===== config.mk =====
export PLATFORM = sky130hd
export DESIGN_NAME = ps2_host_tx
export DESIGN_NICKNAME = d
export VERILOG_FILES = /design/src/rtl/ps2_host_tx.sv
export SDC_FILE = /design/constraint.sdc
export NUM_CORES = 1
export LEC_CHECK = 0
export ABC_AREA = 1
export CORE_UTILIZATION = 50
export CTS_CLUSTER_SIZE = 24
export DETAILED_ROUTE_END_ITERATION = 10
export GPL_ROUTABILITY_DRIVEN = 0
export PLACE_DENSITY = 0.68
export SETUP_SLACK_MARGIN = 0.02
export SYNTH_ARGS = -nofsm -noshare
export SYNTH_HDL_FRONTEND = slang
export SYNTH_SLANG_ARGS = --single-unit

===== constraint.sdc =====
create_clock -name clk -period 2.3 [get_ports clk]
set_input_delay 0.46 -clock clk [delete_from_list [all_inputs] [get_ports clk]]
set_output_delay 0.46 -clock clk [all_outputs]
set_load 0.01 [all_outputs]

===== src/rtl/ps2_host_tx.sv =====
// ps2_host_tx: PS/2 host-to-device transmitter.
//   Sends one command byte to the PS/2 device: inhibit clock, assert start bit,
//   release clock, then shift data/parity/stop out on the device's falling clock
//   edges and sample the device ACK. The lines are open-drain; this block only
//   drives active-high pull-low enables.
// Ports:
//   clk, rstn            system clock, asynchronous active-low reset
//   tx_data[7:0]         byte to send, captured when tx_start is accepted
//   tx_start             1-cycle request, accepted only in IDLE
//   ps2_clk_in/data_in   raw (asynchronous) PS/2 line levels
//   ps2_clk_oe/data_oe   1 = pull the line low, 0 = release
//   tx_busy              frame in flight (accepted start through tx_done cycle)
//   tx_done              1-cycle pulse at the end of every accepted frame
//   tx_err, tx_ack       qualified by tx_done
// Handshake: tx_start is a single-cycle request with no ready; it is taken only
//   while tx_busy is low and dropped otherwise. Every taken request produces
//   exactly one tx_done pulse, with tx_ack/tx_err valid in that same cycle.
module ps2_host_tx #(
    parameter int INHIBIT_CYCLES = 6000,
    parameter int TIMEOUT_CYCLES = 750000,
    parameter int FILTER_LEN     = 8
) (
    input  logic       clk,
    input  logic       rstn,
    input  logic [7:0] tx_data,
    input  logic       tx_start,
    input  logic       ps2_clk_in,
    input  logic       ps2_data_in,
    output logic       ps2_clk_oe,
    output logic       ps2_data_oe,
    output logic       tx_busy,
    output logic       tx_done,
    output logic       tx_err,
    output logic       tx_ack
);

    localparam int WAIT_MAX = (INHIBIT_CYCLES > 16) ? INHIBIT_CYCLES : 16;
    localparam int CNT_W    = $clog2(WAIT_MAX + 1);
    localparam int TO_W     = $clog2(TIMEOUT_CYCLES + 1);
    localparam int FLT_W    = $clog2(FILTER_LEN + 1);

    typedef enum logic [2:0] {
        S_IDLE,
        S_INHIBIT,
        S_DATA_LOW,
        S_SEND,
        S_ACK,
        S_WAIT_IDLE,
        S_DONE
    } state_t;

    // ---------------- input synchronisers and clock glitch filter ----------------
    // Sync flops reset to 1 (idle bus level) so that leaving reset never
    // fakes a falling edge.
    logic             clk_s1, clk_s2, dat_s1, dat_s2;
    logic             filt_clk, filt_prev;
    logic [FLT_W-1:0] flt_cnt;
    logic             fall;

    always_ff @(posedge clk or negedge rstn) begin
        if (!rstn) begin
            clk_s1    <= 1'b1;
            clk_s2    <= 1'b1;
            dat_s1    <= 1'b1;
            dat_s2    <= 1'b1;
            filt_clk  <= 1'b1;
            filt_prev <= 1'b1;
            flt_cnt   <= '0;
        end else begin
            clk_s1    <= ps2_clk_in;
            clk_s2    <= clk_s1;
            dat_s1    <= ps2_data_in;
            dat_s2    <= dat_s1;
            filt_prev <= filt_clk;
            // flt_cnt counts consecutive samples that disagree with filt_clk;
            // the FILTER_LEN-th disagreeing sample flips the filtered level.
            if (clk_s2 != filt_clk) begin
                if (flt_cnt == FLT_W'(FILTER_LEN - 1)) begin
                    filt_clk <= clk_s2;
                    flt_cnt  <= '0;
                end else begin
                    flt_cnt <= flt_cnt + FLT_W'(1);
                end
            end else begin
                flt_cnt <= '0;
            end
        end
    end

    assign fall = filt_prev & ~filt_clk;

    // ---------------- FSM ----------------
    state_t            state, state_d;
    logic [CNT_W-1:0]  cnt, cnt_d;
    logic [TO_W-1:0]   to_cnt, to_d;
    logic [3:0]        bit_idx, bit_d;
    logic [8:0]        frame, frame_d;    // {parity, data}
    logic              data_drv, drv_d;   // pull-low request for current bit
    logic              ack_q, ack_d;
    logic              to_hit;

    always_ff @(posedge clk or negedge rstn) begin
        if (!rstn) begin
            state    <= S_IDLE;
            cnt      <= '0;
            to_cnt   <= '0;
            bit_idx  <= '0;
            frame    <= '0;
            data_drv <= 1'b0;
            ack_q    <= 1'b0;
        end else begin
            state    <= state_d;
            cnt      <= cnt_d;
            to_cnt   <= to_d;
            bit_idx  <= bit_d;
            frame    <= frame_d;
            data_drv <= drv_d;
            ack_q    <= ack_d;
        end
    end

    always_comb begin
        state_d     = state;
        cnt_d       = cnt;
        to_d        = to_cnt;
        bit_d       = bit_idx;
        frame_d     = frame;
        drv_d       = data_drv;
        ack_d       = ack_q;
        to_hit      = 1'b0;
        ps2_clk_oe  = 1'b0;
        ps2_data_oe = 1'b0;

        case (state)
            S_IDLE: begin
                if (tx_start) begin
                    frame_d = {~^tx_data, tx_data};   // odd parity
                    ack_d   = 1'b0;
                    cnt_d   = '0;
                    state_d = S_INHIBIT;
                end
            end
            S_INHIBIT: begin
                ps2_clk_oe = 1'b1;
                if (cnt == CNT_W'(INHIBIT_CYCLES - 1)) begin
                    cnt_d   = '0;
                    state_d = S_DATA_LOW;
                end else begin
                    cnt_d = cnt + CNT_W'(1);
                end
            end
            S_DATA_LOW: begin
                ps2_clk_oe  = 1'b1;
                ps2_data_oe = 1'b1;
                if (cnt == CNT_W'(15)) begin
                    cnt_d   = '0;
                    to_d    = '0;
                    bit_d   = '0;
                    drv_d   = 1'b1;   // start bit stays on the line after clock release
                    state_d = S_SEND;
                end else begin
                    cnt_d = cnt + CNT_W'(1);
                end
            end
            S_SEND, S_ACK, S_WAIT_IDLE: begin
                to_hit = (to_cnt == TO_W'(TIMEOUT_CYCLES - 1));
                to_d   = to_cnt + TO_W'(1);
                if (to_hit) begin
                    // Lines are released in this very cycle (data_oe stays 0).
                    ack_d   = 1'b0;
                    drv_d   = 1'b0;
                    state_d = S_DONE;
                end else if (state == S_SEND) begin
                    ps2_data_oe = data_drv;
                    if (fall) begin
                        if (bit_idx == 4'd9) begin
                            drv_d   = 1'b0;   // stop bit: released line
                            state_d = S_ACK;
                        end else begin
                            drv_d = ~frame[bit_idx];
                            bit_d = bit_idx + 4'd1;
                        end
                    end
                end else if (state == S_ACK) begin
                    if (fall) begin
                        ack_d   = ~dat_s2;
                        state_d = S_WAIT_IDLE;
                    end
                end else begin
                    if (filt_clk && dat_s2) begin
                        state_d = S_DONE;
                    end
                end
            end
            S_DONE: begin
                state_d = S_IDLE;
            end
            default: begin
                state_d = S_IDLE;
            end
        endcase
    end

    assign tx_busy = (state != S_IDLE);
    assign tx_done = (state == S_DONE);
    assign tx_err  = (state == S_DONE) & ~ack_q;
    assign tx_ack  = (state == S_DONE) & ack_q;

endmodule


# Word level (Yosys, flattened, before mapping)
# Cells that the tools add are included.
# classes
n_bitwise	7
mux	43
reduce_logical	17
div	0
addsub	4
n_mul	0
shift	0
eq_ne	27
order_cmp	1
# ops
op	n
$pmux W20 S2	1
$mux W13	3
$pmux W13 S3	1
$mux W3	10
$mux W4	7
$add A20 B1 Y20 const B	1
$eq A20 B20 Y1 const B	1
$mux W20	1
$mux W1	14
$ne A2 B2 Y1 const B	7
$add A13 B1 Y13 const B	1
$eq A13 B13 Y1 const B	1
$eq A13 B4 Y1 const B	1
$ne A3 B3 Y1 const B	4
$ne A4 B4 Y1 const B	3
$pmux W3 S4	1
$eq A3 B3 Y1 const B	3
$add A4 B1 Y4 const B	2
$pmux W4 S2	1
$reduce_and A2 Y1	4
$reduce_xnor A8 Y1	1
$reduce_and A7 Y1	1
$eq A3 B2 Y1 const B	2
$pmux W1 S2	3
18 further kinds	25
# word_totals
memories	0
ram_bits	0
romBits	0
latch_bits	0
register_bits	61
inputBits	13
output_inout_bits	6

# Depth between registers and ports, before layout
# logic_depth
ltp_word	8
ltp_mapped	11
depth_no_buf	11

# Worst setup path before layout
# Ideal clock, no wire load.
# synth_timing
path_type	register to output
startpoint	reg to_cnt[0]
endpoint	out ps2_data_oe
path_buffers	0
required_ns	1.840
path_slack_ns	0.564
path_stages_with_launch	7
t_arrival_ns	1.276
cell_sequence	dfrtp_1 -> ha_1 -> nand3_1 -> nor2_1 -> nand3_2 -> nand3_1 -> nand2_1
# synth_via
elab_chain_len	3
# synth_rtl
element	line	source
start: declaration	95	logic [TO_W-1:0] to_cnt, to_d;
start signal: assignment	114	to_cnt <= to_d;
$eq A20 B20 Y1	166	to_hit = (to_cnt == TO_W'(TIMEOUT_CYCLES - 1));
$mux W1	168	if (to_hit) begin
$pmux W1 S2	134	case (state)
end: declaration	30	output logic ps2_data_oe,
# Every way passes these cells.

# Worst setup path after layout
# layout_timing
startpoint	reg state[1]
endpoint	out tx_err
# layout_via
elab_chain_len	2
# layout_rtl
element	line	source
start: declaration	93	state_t state, state_d;
start signal: assignment	112	state <= state_d;
$eq A3 B3 Y1	206	assign tx_err = (state == S_DONE) & ~ack_q;
$and A1 B1 Y1	206	
end: declaration	33	output logic tx_err,
# Every way passes these cells.

==> metrics.cfg <==
[outcome]
status = finished, final reports clean

[yosys]
ys_seq_area_share_pct = 42.81
async_reset_ff_share_pct = 100.0
synth_most_common_cell = nand2_1
netlist_area_mm2 = 0.003583
synth_area_leaders = dfrtp_1, nand2_1, nand3_1
synth_cells = 475
ys_warn_count = 0
synth_edf_count = 0
ys_types = 38
ys_ff_latch = 61
synth.top_cell.area_share_pct = 38.41
syn_avg_cell_area_um2 = 7.544
syn-num-nets = 493
synth_top_cell_by_area = dfrtp_1
synthFlopType = dfrtp_1
synth_common_cells = nand2_1, nor2_1, inv_1

[cts]
ctsHtreeMaxLevel = 3
cts_buffer_depth = 2
cts_root_buf = clkbuf_8
cts_hold_buf = 0
clkLatencyLatePin_ps = 340
clkSlewWorstSetupHoldPaths_ps = 70
clkSinkCount = 61
cts_made_buffers = 9
cts_tree = yes

[pwr]
combPwrFrac_pct = 42.2
power_density_mw_per_mm2 = 997.0
totalPowerFinal_w = 0.004089
peakVddDrop_v = 0.0007103
leakage_nw = 1.879
power.share.sequential_pct = 36.9
pwr-share-clk_pct = 20.9
p_switching_w = 0.001736
swShare_pct = 42.46
internal_power_w = 0.002353

[setup_path]
worstSetupPathType = flip-flop to primary output
rr_worst_depth = 7
crit_required_ps = 1840
cp-start-kind = flip-flop
r2r_setup_slack_ps = 360
end_kind = primary output
worst-path-max-fanout = 5
crit_arrival_ps = 1720
r2r-start = state[2]
rr_endpoint = bit_idx[3]

[floorplanning]
die_width_um = 86.66
dieArea_mm2 = 0.007509
ios = 19
die_height_um = 86.66
core_area_mm2 = 0.006869
start_util_pct = 52.17
rows = 30

[routing]
post_drt_wl_per_cell_um = 12.29
first_pass_iters = 4
ant_nets = 0
drc = 0
wl_mm = 7.475
routed_via_density = 5.164
drtIter0Drc = 198
routed-via-count = 3140

[sta]
setup_viol = 0
fin_tns_setup_ps = 0
hold_viol = 0
drv_slew = 0
clock_skew_ps = 8.757
fmax_mhz = 459.7
max_slew.worst_pin.slew_ps = 1026
min_period_ps = 2175
rsz0062_at_grt = true
fin_crit_sh_pct = 94.58
relSlewSlack_pct = 31.33

[global_route]
grt_max_degree = 40
grt_overflow = 0
grt_pass1_vias = 2940
track_usage_pct = 22.80
grt_pass1_wl_mm = 13.28
antenna_found_initial = 0

[placed_design]
portBuffers = 18
hpwl_mm = 5.494

[layout]
fin_nets = 525
utilization_pct = 59.71
antennaDiodeCount = 0
fill_cells = 637
drive_gt1_share_pct = 10.55
multiInputGateArea_mm2 = 0.001787
area_growth_pct = 14.46
seq_area_mm2 = 0.001536

[hold_path]
min-delay-path-class = primary input to async pin

[flow_run]
drv_cap = 0

-- power groups by stage --
stage / clock network (W) / logic [W] / registers, W
2_1_floorplan: 0 / 0.00132 / 0.00147
3_3_place_gp: 0 / 0.00172 / 0.00151
3_5_place_dp: 0 / 0.00174 / 0.00152
4_1_cts: 0.000877 / 0.00174 / 0.00150
5_1_grt: 0.000919 / 0.00196 / 0.00153
6_report: 0.000854 / 0.00173 / 0.00151
-- routing by layer --
metal / wire length [um] / GRT usage, % / share of wire [%]
met5: 0 / 0 / 0
met4: 106 / 9.545 / 1.4
met3: 248 / 3.905 / 3.3
met2: 3575 / 36.94 / 48
met1: 3545 / 30.37 / 47
-- final cells by class --
cell class,count,area share (%)
well taps,96,2.929
flip-flops and latches,61,37.46
inverters,63,5.857
clock inverters,2,0.2441
repair buffers,26,5.979
clock buffers,14,3.966
multi-input cells,346,43.56
-- sequential cells by signal, summed over array words and instances (netlist names) --
register,cells
flt_cnt,4
to_cnt,20
data_drv,1
filt_clk,1
clk_s1,1
filt_prev,1
state,3
cnt,13
clk_s2,1
dat_s1,1
dat_s2,1
bit_idx,4
ack_q,1
frame,9
-- metrics by stage --
stage / instances / hold slack, ps / setup WS, ps / area (um^2)
6_report: 608 / 84.17 / 124.7 / 4101
5_1_grt: 608 / 132.6 / 8.572 / 4101
4_1_cts: 605 / 90.16 / 23.35 / 4076
3_5_place_dp: 589 / 347.9 / 276.9 / 3899
3_3_place_gp: 589 / 346.4 / 292.2 / 3899
2_1_floorplan: 475 / 164.4 / 564.1 / 3583
-- worst max-delay path by stage --
stage                    from          end  slack [ps]  depth (start not counted)
floorplan           to_cnt[0]  ps2_data_oe         560                          6
global placement     state[1]   bit_idx[1]         290                          6
detailed placement  to_cnt[1]  ps2_data_oe         280                          7
CTS                  state[1]       tx_err          20                          5
global route         state[1]       tx_err           9                          5
finish               state[1]       tx_err         120                          5
-- cell usage in the layout, fill, tap and decap left out, drive strengths merged, types with 6 or more instances in the layout --
| cell type | count |
|---|---|
| o21ai | 25 |
| xor2 | 18 |
| nor2 | 68 |
| dfstp | 6 |
| nor3 | 13 |
| buf | 9 |
| xnor2 | 10 |
| a21oi | 7 |
| nand4 | 7 |
| inv | 62 |
| o22ai | 9 |
| nand3 | 56 |
| dfrtp | 55 |
| nand2 | 116 |
| clkdlybuf4s50 | 15 |
| clkbuf | 14 |
-- critical path, stage by stage (launching register included) --
cell and delay, ps:
dfrtp_2 410, inv_2 80, nor3_2 180, inv_1 70, nor2_1 90, clkdlybuf4s50_1 540
-- kinds of logic (layout without fill, tap and decap cells) --
logic type | Yosys count | after routing | synth area share [%]
XOR/XNOR | 28 | 28 | 6.843
buffers and inverters | 68 | 105 | 7.542
adder cells (fa/ha/maj) | 5 | 5 | 1.746
AND/OR/NAND/NOR | 265 | 265 | 32.44
AO/OA/AOI/OAI | 48 | 48 | 8.624
flip-flops | 61 | 61 | 42.81
-- repair_timing --
| action | in CTS | in global routing |
|---|---|---|
| endpoints found under the hold margin | 0 | 0 |
| endpoints found under the setup margin | 4 | 4 |
| resized for setup | 5 | 2 |
| setup buffers | 0 | 3 |
No activity file was read; power rests on OpenSTA's default activity.
